`src/rtl/muldiv_unit_pkg.sv`:
```
// Shared decode/execute definitions: mulOp encoding and the muldiv FSM states.
// Imported by decode and by the muldiv execute unit.
package common;

  typedef logic [3:0] mulop_t;

  localparam mulop_t MULOP_MUL   = 4'b0000;
  localparam mulop_t MULOP_DIV   = 4'b0100;
  localparam mulop_t MULOP_DIVU  = 4'b0101;
  localparam mulop_t MULOP_REM   = 4'b0110;
  localparam mulop_t MULOP_REMU  = 4'b0111;
  localparam mulop_t MULOP_MULW  = 4'b1000;
  localparam mulop_t MULOP_DIVW  = 4'b1100;
  localparam mulop_t MULOP_DIVUW = 4'b1101;
  localparam mulop_t MULOP_REMW  = 4'b1110;
  localparam mulop_t MULOP_REMUW = 4'b1111;

  typedef enum logic [1:0] {
    IDLE,
    CALC,
    FIXUP,
    DONE
  } state_e;

  function automatic logic op_word(input mulop_t op);
    return op[3];
  endfunction

  function automatic logic op_div(input mulop_t op);
    return op[2];
  endfunction

  function automatic logic op_rem(input mulop_t op);
    return op[1];
  endfunction

  function automatic logic op_uns(input mulop_t op);
    return op[0];
  endfunction

endpackage

```
`src/rtl/muldiv_unit_if.sv`:
```
// Command/result handshake bundle between EX issue logic and the muldiv unit.
// master: issues in_valid/mul_op/src_a/src_b, takes result with out_ready.
// slave: the unit; returns in_ready, out_valid, result.
interface muldiv_unit_if #(
  parameter int XLEN = 64
);
  import common::*;

  logic            in_valid;
  logic            in_ready;
  mulop_t          mul_op;
  logic [XLEN-1:0] src_a;
  logic [XLEN-1:0] src_b;
  logic            out_valid;
  logic            out_ready;
  logic [XLEN-1:0] result;

  modport master (
    output in_valid,
    output mul_op,
    output src_a,
    output src_b,
    output out_ready,
    input  in_ready,
    input  out_valid,
    input  result
  );

  modport slave (
    input  in_valid,
    input  mul_op,
    input  src_a,
    input  src_b,
    input  out_ready,
    output in_ready,
    output out_valid,
    output result
  );

endinterface

```
`src/rtl/muldiv_unit_step.sv`:
```
// One iteration of the muldiv datapath (combinational).
// Ports: acc_i/sh_i/opnd_i state in, div_i selects divide; acc_o/sh_o/qbit_o next state.
module muldiv_unit_step #(
  parameter int XLEN = 64
) (
  input  logic [XLEN-1:0] acc_i,
  input  logic [XLEN-1:0] sh_i,
  input  logic [XLEN-1:0] opnd_i,
  input  logic            div_i,
  output logic [XLEN-1:0] acc_o,
  output logic [XLEN-1:0] sh_o,
  output logic            qbit_o
);
  import common::*;

  logic [XLEN:0] rem_sh;
  logic [XLEN:0] diff;

  // Shifted partial remainder needs one extra bit:
  // a divisor above 2^(XLEN-1) can still be <= it.
  assign rem_sh = {acc_i, sh_i[XLEN-1]};
  assign diff   = rem_sh - {1'b0, opnd_i};

  always_comb begin
    acc_o  = acc_i;
    sh_o   = sh_i;
    qbit_o = 1'b0;
    if (div_i) begin
      qbit_o = ~diff[XLEN];
      acc_o  = qbit_o ? diff[XLEN-1:0]
                      : rem_sh[XLEN-1:0];
      sh_o   = {sh_i[XLEN-2:0], qbit_o};
    end else begin
      // Shift-add: opnd_i is the multiplier, LSB first.
      acc_o = acc_i + (opnd_i[0] ? sh_i : '0);
      sh_o  = {sh_i[XLEN-2:0], 1'b0};
    end
  end

endmodule

```
`src/rtl/muldiv_unit.sv`:
```
// Iterative RV64M execute unit: mul/div/divu/rem/remu and W forms, 1 bit/cycle.
// Ports: clk, reset (async high), flush, io (slave: command in, result out).
module muldiv_unit #(
  parameter int XLEN = 64
) (
  input  logic         clk,
  input  logic         reset,
  input  logic         flush,
  muldiv_unit_if.slave io
);
  import common::*;

  localparam int H  = XLEN / 2;
  localparam int CW = $clog2(XLEN);

  localparam logic [XLEN-1:0] MIN_D =
    {1'b1, {(XLEN-1){1'b0}}};
  localparam logic [XLEN-1:0] MIN_W =
    {{(H+1){1'b1}}, {(H-1){1'b0}}};

  state_e          state_q, state_d;
  logic [CW-1:0]   cnt_q, cnt_d;
  logic [XLEN-1:0] acc_q, acc_d;
  logic [XLEN-1:0] sh_q, sh_d;
  logic [XLEN-1:0] opb_q, opb_d;
  logic [XLEN-1:0] res_q, res_d;
  logic            word_q, word_d;
  logic            div_q, div_d;
  logic            rem_q, rem_d;
  logic            negq_q, negq_d;
  logic            negr_q, negr_d;

  function automatic logic [XLEN-1:0] sxw(
    input logic [H-1:0] v
  );
    return {{H{v[H-1]}}, v};
  endfunction

  function automatic logic [XLEN-1:0] zxw(
    input logic [H-1:0] v
  );
    return {{H{1'b0}}, v};
  endfunction

  logic            in_word, in_div;
  logic            in_rem, in_uns;
  logic [XLEN-1:0] ext_a, ext_b, a_ws;
  logic            sgn_a, sgn_b;
  logic [XLEN-1:0] mag_a, mag_b;
  logic            b_zero, ovf, fast;
  logic [XLEN-1:0] fast_res;

  assign in_word = op_word(io.mul_op);
  assign in_div  = op_div(io.mul_op);
  assign in_rem  = op_rem(io.mul_op);
  assign in_uns  = op_uns(io.mul_op);

  assign ext_a = !in_word ? io.src_a
               : in_uns   ? zxw(io.src_a[H-1:0])
                          : sxw(io.src_a[H-1:0]);
  assign ext_b = !in_word ? io.src_b
               : in_uns   ? zxw(io.src_b[H-1:0])
                          : sxw(io.src_b[H-1:0]);

  // Dividend as the W result format wants it.
  assign a_ws = in_word ? sxw(io.src_a[H-1:0])
                        : io.src_a;

  assign sgn_a = in_div & ~in_uns & ext_a[XLEN-1];
  assign sgn_b = in_div & ~in_uns & ext_b[XLEN-1];
  assign mag_a = sgn_a ? -ext_a : ext_a;
  assign mag_b = sgn_b ? -ext_b : ext_b;

  assign b_zero = (ext_b == '0);
  assign ovf    = ~in_uns & (&ext_b) &
                  (ext_a == (in_word ? MIN_W : MIN_D));
  assign fast   = in_div & (b_zero | ovf);

  always_comb begin
    fast_res = '0;
    if (b_zero) begin
      fast_res = in_rem ? a_ws : '1;
    end else begin
      // MIN / -1: quotient is the dividend itself.
      fast_res = in_rem ? '0 : a_ws;
    end
  end

  logic [XLEN-1:0] st_acc, st_sh;
  logic            st_qbit;

  muldiv_unit_step #(
    .XLEN(XLEN)
  ) u_step (
    .acc_i (acc_q),
    .sh_i  (sh_q),
    .opnd_i(opb_q),
    .div_i (div_q),
    .acc_o (st_acc),
    .sh_o  (st_sh),
    .qbit_o(st_qbit)
  );

  logic [XLEN-1:0] q_fix, r_fix;
  logic [XLEN-1:0] pick, fix_res;

  assign q_fix = negq_q ? -sh_q : sh_q;
  assign r_fix = negr_q ? -acc_q : acc_q;
  assign pick  = !div_q ? acc_q
               : rem_q  ? r_fix : q_fix;
  assign fix_res = word_q ? sxw(pick[H-1:0])
                          : pick;

  always_comb begin
    state_d = state_q;
    cnt_d   = cnt_q;
    acc_d   = acc_q;
    sh_d    = sh_q;
    opb_d   = opb_q;
    res_d   = res_q;
    word_d  = word_q;
    div_d   = div_q;
    rem_d   = rem_q;
    negq_d  = negq_q;
    negr_d  = negr_q;
    unique case (state_q)
      IDLE: begin
        if (io.in_valid && !flush) begin
          word_d = in_word;
          div_d  = in_div;
          rem_d  = in_rem;
          negq_d = sgn_a ^ sgn_b;
          negr_d = sgn_a;
          cnt_d  = in_word ? CW'(H - 1)
                           : CW'(XLEN - 1);
          acc_d  = '0;
          if (in_div) begin
            // W dividend sits in the top half so
            // its MSB is the first bit shifted out.
            sh_d  = in_word
                  ? {mag_a[H-1:0], {H{1'b0}}}
                  : mag_a;
            opb_d = mag_b;
          end else begin
            sh_d  = ext_a;
            opb_d = ext_b;
          end
          if (fast) begin
            res_d   = fast_res;
            state_d = DONE;
          end else begin
            state_d = CALC;
          end
        end
      end
      CALC: begin
        acc_d = st_acc;
        sh_d  = st_sh;
        if (!div_q) begin
          opb_d = opb_q >> 1;
        end
        if (cnt_q == '0) begin
          state_d = FIXUP;
        end else begin
          cnt_d = cnt_q - 1'b1;
        end
      end
      FIXUP: begin
        res_d   = fix_res;
        state_d = DONE;
      end
      DONE: begin
        if (io.out_ready) begin
          state_d = IDLE;
        end
      end
      default: state_d = IDLE;
    endcase
    if (flush) begin
      state_d = IDLE;
      cnt_d   = '0;
    end
  end

  always_ff @(posedge clk or posedge reset) begin
    if (reset) begin
      state_q <= IDLE;
      cnt_q   <= '0;
      acc_q   <= '0;
      sh_q    <= '0;
      opb_q   <= '0;
      res_q   <= '0;
      word_q  <= 1'b0;
      div_q   <= 1'b0;
      rem_q   <= 1'b0;
      negq_q  <= 1'b0;
      negr_q  <= 1'b0;
    end else begin
      state_q <= state_d;
      cnt_q   <= cnt_d;
      acc_q   <= acc_d;
      sh_q    <= sh_d;
      opb_q   <= opb_d;
      res_q   <= res_d;
      word_q  <= word_d;
      div_q   <= div_d;
      rem_q   <= rem_d;
      negq_q  <= negq_d;
      negr_q  <= negr_d;
    end
  end

  assign io.in_ready  = (state_q == IDLE);
  assign io.out_valid = (state_q == DONE);
  assign io.result    = res_q;

endmodule

```
`src/flat_wrapper.sv`:
```
// flat-port wrapper written by rule: the top's interface ports become plain ports
module muldiv_unit_flat import common::*;
#(
  parameter int XLEN = 64
)
  (clk, reset, flush, io_in_valid, io_mul_op, io_src_a, io_src_b, io_out_ready, io_in_ready, io_out_valid, io_result);
  muldiv_unit_if #(.XLEN(XLEN)) io_i ();
  input  logic clk;
  input  logic reset;
  input  logic flush;
  input wire logic [$bits(io_i.in_valid)-1:0] io_in_valid;
  input wire logic [$bits(io_i.mul_op)-1:0] io_mul_op;
  input wire logic [$bits(io_i.src_a)-1:0] io_src_a;
  input wire logic [$bits(io_i.src_b)-1:0] io_src_b;
  input wire logic [$bits(io_i.out_ready)-1:0] io_out_ready;
  output wire logic [$bits(io_i.in_ready)-1:0] io_in_ready;
  output wire logic [$bits(io_i.out_valid)-1:0] io_out_valid;
  output wire logic [$bits(io_i.result)-1:0] io_result;
  assign io_i.in_valid = io_in_valid;
  assign io_i.mul_op = io_mul_op;
  assign io_i.src_a = io_src_a;
  assign io_i.src_b = io_src_b;
  assign io_i.out_ready = io_out_ready;
  assign io_in_ready = io_i.in_ready;
  assign io_out_valid = io_i.out_valid;
  assign io_result = io_i.result;
  muldiv_unit #(.XLEN(XLEN)) u_core (.clk(clk), .reset(reset), .flush(flush), .io(io_i));
endmodule
```
`config.mk`:
```
export PLATFORM = sky130hd
export DESIGN_NAME = muldiv_unit_flat
export DESIGN_NICKNAME = d
export VERILOG_FILES = /design/src/rtl/muldiv_unit_pkg.sv /design/src/rtl/muldiv_unit_if.sv /design/src/rtl/muldiv_unit_step.sv /design/src/rtl/muldiv_unit.sv /design/src/flat_wrapper.sv
export SDC_FILE = /design/constraint.sdc
export NUM_CORES = 2
export LEC_CHECK = 0
export ABC_AREA = 0
export BUFFER_PORTS_ARGS = -buffer_cell sky130_fd_sc_hd__buf_2
export CELL_PAD_IN_SITES_DETAIL_PLACEMENT = 1
export CELL_PAD_IN_SITES_GLOBAL_PLACEMENT = 2
export CORE_UTILIZATION = 39
export CTS_CLUSTER_DIAMETER = 100
export CTS_CLUSTER_SIZE = 30
export DETAILED_ROUTE_END_ITERATION = 12
export PLACE_DENSITY_LB_ADDON = 0.25
export SYNTH_ARGS = -nofsm -noshare
export SYNTH_HDL_FRONTEND = slang
export SYNTH_SLANG_ARGS = --single-unit
export TNS_END_PERCENT = 5
```
`constraint.sdc`:
```
create_clock -name clk -period 17.32 [get_ports clk]
set_input_delay 1.732 -clock clk [delete_from_list [all_inputs] [get_ports clk]]
set_output_delay 1.732 -clock clk [all_outputs]
set_load 0.02 [all_outputs]
```
Yosys cells after proc, flatten, opt, wreduce, memory -nomap -nowiden
Index checks and enable logic that the tools add are counted.
W data, S select, Z words.
{"block": "op_classes", "n_bitwise": 10, "reduce_logical": 15, "n_eq_ne": 11, "addsub": 7, "n_mux": 44}
{"op": "$mux W64", "count": 27}
{"op": "$pmux W64 S2", "count": 4}
{"op": "$neg A64 Y64", "count": 4}
{"op": "$sub A65 B64 Y65", "count": 1}
{"op": "$add A64 B64 Y64", "count": 1}
{"op": "$eq A64 B64 Y1", "count": 1}
{"op": "$logic_not A64 Y1", "count": 1}
{"op": "$reduce_and A64 Y1", "count": 1}
{"op": "$mux W63", "count": 1}
{"op": "$mux W6", "count": 4}
{"op": "$pmux W6 S2", "count": 1}
{"op": "$reduce_and A3 Y1", "count": 4}
{"op": "$mux W2", "count": 5}
{"op": "$pmux W2 S4", "count": 1}
{"op": "$and A1 B1 Y1", "count": 6}
{"op": "$logic_not A6 Y1", "count": 1}
{"op": "$ne A3 B2 Y1 const B", "count": 2}
{"op": "$ne A3 B3 Y1 const B", "count": 2}
{"op": "$sub A6 B1 Y6 const B", "count": 1}
{"op": "$eq A2 B2 Y1 const B", "count": 2}
{"op": "$ne A2 B1 Y1 const B", "count": 2}
{"op": "$reduce_and A2 Y1", "count": 2}
{"op": "$reduce_bool A2 Y1", "count": 2}
{"op": "$reduce_bool A3 Y1", "count": 1}
{"op": "other kinds (9)", "count": 10}
{"block": "word_totals", "output_inout_bits": 66, "register_bits": 269, "in_bits": 137, "wordCells": 98}

Depth between registers and ports, before layout
{"block": "logic_depth", "ltp_word": 11, "depth_mapped": 16, "depth_no_buf": 15}

By module
A second synthesis with hierarchy kept.
{"block": "hier_totals", "hier_cells": 4167, "hier_area_um2": 30550.6}
{"module": "muldiv_unit", "cells_per_inst": 2642, "seq_area_each_um2": 6731.5, "area_per_inst_um2": 20666.1, "instances": 1}
{"module": "muldiv_unit_step", "cells_per_inst": 1525, "seq_area_each_um2": 0.0, "area_per_inst_um2": 9884.5, "instances": 1}

Worst setup path after synthesis
OpenSTA, ideal clock, no wires.
{"block": "synth_timing", "path_type": "input to register", "from": "in io_src_a[14]", "to": "reg u_core.sh_q[38]", "slack_ps": 12605, "setup_time_ps": 126, "required_ps": 17194, "path_buffers": 0, "arrival_time_ps": 4589, "cell_stages": 11, "path_cell_list": "or4_1 > or4_4 > nor4_1 > and2_1 > o211ai_1 > or2_2 > o41ai_2 > mux2i_1 > nor2_1 > nor3_1 > nor3_1"}
{"block": "synth_between", "elab_chain_cells": 8}
{"item": "start, declared", "line": "flat_wrapper.sv:13", "text": "input wire logic [$bits(io_i.src_a)-1:0] io_src_a;"}
{"item": "$mux W64", "line": "muldiv_unit.sv:59", "text": ": in_uns ? zxw(io.src_a[H-1:0])"}
{"item": "$mux W64 *", "line": "muldiv_unit.sv:58", "text": "assign ext_a = !in_word ? io.src_a"}
{"item": "$neg A64 Y64 *", "line": "muldiv_unit.sv:71", "text": "assign mag_a = sgn_a ? -ext_a : ext_a;"}
{"item": "$mux W64 *", "line": "muldiv_unit.sv:71"}
{"item": "$mux W64 *", "line": "muldiv_unit.sv:141", "text": "? {mag_a[H-1:0], {H{1'b0}}}"}
{"item": "$mux W64 *", "line": "muldiv_unit.sv:137", "text": "if (in_div) begin"}
{"item": "$mux W64 *", "line": "muldiv_unit.sv:128", "text": "if (io.in_valid && !flush) begin"}
{"item": "$pmux W64 S2 *", "line": "muldiv_unit.sv:126", "text": "unique case (state_q)"}
{"item": "end signal, assigned", "line": "muldiv_unit.sv:190", "text": "sh_q <= '0;"}
{"item": "end signal, assigned", "line": "muldiv_unit.sv:202", "text": "sh_q <= sh_d;"}
{"item": "end, declared", "line": "muldiv_unit.sv:24", "text": "logic [XLEN-1:0] sh_q, sh_d;"}
Every way passes the cells marked *; elsewhere a longest branch is shown, timed or not. The select of a mux whose other input is x is not followed.
A chain may end at the register's enable or synchronous reset.

Final worst setup path
{"block": "layout_timing", "from": "in io_src_b[10]", "to": "reg u_core.res_q[61], in the netlist u_core.io.result[61]"}
{"block": "layout_between", "elab_chain_cells": 9, "word_cells_on_any_way": 14, "cone_classes": "eq/ne (1); mux (6); bitwise (4); reduce/logical (3)"}
{"item": "start, declared", "line": "flat_wrapper.sv:14", "text": "input wire logic [$bits(io_i.src_b)-1:0] io_src_b;"}
{"item": "$mux W64", "line": "muldiv_unit.sv:62", "text": ": in_uns ? zxw(io.src_b[H-1:0])"}
{"item": "$mux W64 *", "line": "muldiv_unit.sv:61", "text": "assign ext_b = !in_word ? io.src_b"}
{"item": "$reduce_and A64 Y1", "line": "muldiv_unit.sv:75", "text": "assign ovf = ~in_uns & (&ext_b) &"}
{"item": "$and A1 B1 Y1 (2 in a row)", "line": "muldiv_unit.sv:75"}
{"item": "$or A1 B1 Y1", "line": "muldiv_unit.sv:77", "text": "assign fast = in_div & (b_zero | ovf);"}
{"item": "$and A1 B1 Y1", "line": "muldiv_unit.sv:77"}
{"item": "$ne A2 B1 Y1 (no line)"}
{"item": "$reduce_and A3 Y1 (no line)"}
{"item": "end signal, assigned", "line": "muldiv_unit.sv:204", "text": "res_q <= res_d;"}
{"item": "end, declared", "line": "muldiv_unit.sv:26", "text": "logic [XLEN-1:0] res_q, res_d;"}
Marked as above.

==> run metrics <==
status finished clean; adder-cell share of the synthesized area 6.941%; total gr overflow 0; Max Cap Viol 0; LEAKAGE 13.03 nW; CP Launch Type primary input; period utilisation layout 35.27%; DR DRC count 0; CP Capture Type flop; detailed placer's ending HPWL 109000 um; Post-Synth XOR/XNOR Area 8.652%; antenna-violating nets left 0; largest net degree at the start of global routing 104; RSZ-0062 raised after global routing false; CTS Hold Bufs 0; hold_sp u_core.opb_q[61]$_DFFE_PP0P_; initial detailed-routing violation count 3263; Via density 6.399; post-synthesis mux area share 2.351%; setup tns final 0 ns; number of detailed-route iterations in the first pass 5; Worst slew margin 15.60%; wire length on met3 11180 um; Post-synth EDFFs 0; Max IR drop VDD 0.09704 mV; Buffers on Ports 202; most frequent cells in the layout a21oi_1, o21ai_0, nand2_1; slew at the pin with the worst max-slew slack 1.261 ns; endpoints failing setup 0; most common cell after layout, fill and taps aside a21oi_1; Hold Path Cell Cnt 2; Hold EP u_core.opb_q[61]$_DFFE_PP0P_; Post-synth ARST share 100.0%; post-synthesis sequential area ratio 23.25%; placed insts 4983; CTS tree built; flops & latches, synth 269; GRT Total Usage 35.78%; Longest Clk Path Bufs 3; Mapped Cells 4030; Initial Util 39.55%; Syn Area/Cell 7.184 sq um; Area growth, synth to finish 8.583%; TritonCTS Buffers 20; root buffer cell clkbuf_16; I/O pin total 203; Final Wtd Congestion 0.9948; Worst Reg-to-Reg Cells 15; worst endpoint required time 17.84 ns; Die Area 0.07533 sq mm; setup ws final 11.21 ns; pwr dens 194.7 mW/mm^2; Fin. Hold Viols 0; met1 WL 60630 um; CP arrival 6.63 ns; Vias 32120; clk_lat worst skew 0.60 ns; core footprint 0.07321 sq mm; Post-Place Worst Slack 10.69 ns; antenna violations before repair 14; DR WL met2 61030 um; post_cts resized 0; fraction of layout cells with a size suffix above 1 8.598%; WL/cell 27.56 um; NumNets Final 4324; Power Total 0.006121 W; vias in the first global route 31350; Compound-Gate Fraction of Synth Area 32.85%; Hold WC Path Type flop to flop; worst flop-to-flop path endpoint u_core.acc_q[54]$_DFFE_PP0P_; dominant register cell in the synthesized netlist dfrtp_1; Worst-path clk slew 0.12 ns; YS warnings 0; syn_nets 4308; Rows 99; Routed Wire Length 138300 um; RR Startpoint u_core.sh_q[63]$_DFFE_PP0P_; final worst path period need 6.109 ns; FMAX 163.7 MHz; synthesized cell area 0.02895 sq mm; Top Metal Used met5; FF-to-FF setup slack 11.72 ns; die width 274.5 um; Clock Sink Count 269; # Post-CTS Setup Buffers 0; hold_ws 0.4935 ns; synthesized-area fraction occupied by and/or/nand/nor cells 20.28%; Die Height 274.5 um; Setup Skew 0.05977 ns; largest family of logic cells by synthesized area compound AO/OA/AOI/OAI gates; Final Max Slew Viols 0; post-synth cell types 81; Crit Path Class primary input to flop; Crit Path Max Fanout 93; CTS H-tree lvls 1; Final Non-Filler Cells 5019; first-pass GRT wire length 203300 um
## layer usage
metal / vias up / track usage [%]
met5: - / 0
li1: 14740 / -
met3: 253 / 7.952
met2: 1111 / 55.85
met1: 16000 / 48.57
met4: 8 / 11.70
## metrics by stage
step | util [%] | area [sq um]
after floorplan | - | 28950
after global placement | 41.89 | 30670
after detailed placement | 41.89 | 30670
after CTS | 42.94 | 31430
after global routing | 42.94 | 31430
final | 42.94 | 31440
## sequential cells by signal, indices dropped and copies added, names as in the netlist, 2 cells and up
signal,cells
u_core.acc_q,64
u_core.cnt_q,6
u_core.io.result,64
u_core.opb_q,64
u_core.sh_q,64
u_core.state_q,2
## worst max path at each step
stage	start	endpoint	slack, ns	cells after the start
finish	io_src_b[10]	u_core.io.result[61]$_DFFE_PP0P_	11.21	13
global route	io_src_b[10]	u_core.io.result[40]$_DFFE_PP0P_	10.89	14
CTS	io_src_b[10]	u_core.io.result[40]$_DFFE_PP0P_	11.32	14
detailed placement	io_src_b[10]	u_core.io.result[40]$_DFFE_PP0P_	10.69	14
global placement	io_src_b[10]	u_core.io.result[40]$_DFFE_PP0P_	10.88	14
floorplan	reset	u_core.acc_q[0]$_DFFE_PP0P_	8.18	1
## Yosys cell counts (52+ instances only)
cell | n | area (sq um)
and2_1 | 81 | 506.7
o21ai_0 | 450 | 2252
a21o_1 | 65 | 488.0
inv_1 | 163 | 611.8
nor3_1 | 87 | 435.4
ha_1 | 139 | 1739
a211oi_1 | 70 | 525.5
nor2_1 | 371 | 1393
nand2_1 | 388 | 1456
xor2_1 | 104 | 910.9
mux2i_1 | 68 | 680.7
xnor2_1 | 182 | 1594
dfrtp_1 | 269 | 6731
a31oi_1 | 52 | 325.3
clkbuf_1 | 223 | 837.1
a21oi_1 | 510 | 2552
## power breakdown
part | switching, W | internal, W | total (W) | leakage, nW
logic | 0.00269 | 0.00143 | 0.00411 | 9.31
registers | 0.000540 | 0.000906 | 0.00145 | 3.35
clock network | 0.000300 | 0.000261 | 0.000561 | 0.361
## cell families after synthesis
family,Yosys count
adders and majority gates,164
buffers and inverters,432
muxes,68
DFF,269
and+or+nand+nor,1243
xor gates and xnor gates,286
AOI/OAI and AO/OA,1568
## worst max-delay path, stage by stage
cell and delay [ns]:
buf_2 0.15, nor4_1 0.56, nand4_1 0.34, nor4_1 0.83
and3b_1 0.42, o21a_1 0.17, buf_4 0.42, a21oi_1 0.08
nor2_1 0.50, a21o_2 0.23, buf_4 0.66, o21ai_0 0.26
o21ai_1 0.19
## final cells by class
class,count,area [sq um]
diodes,1,2.502
clock buffers,23,543.0
clock inverters,12,221.5
fillers,9310,41770
inverters,167,635.6
multi-input cells,3329,20660
flip-flops and latches,269,6736
well taps,959,1200
repair buffers,259,1441
No activity file was read; power rests on OpenSTA's default activity.
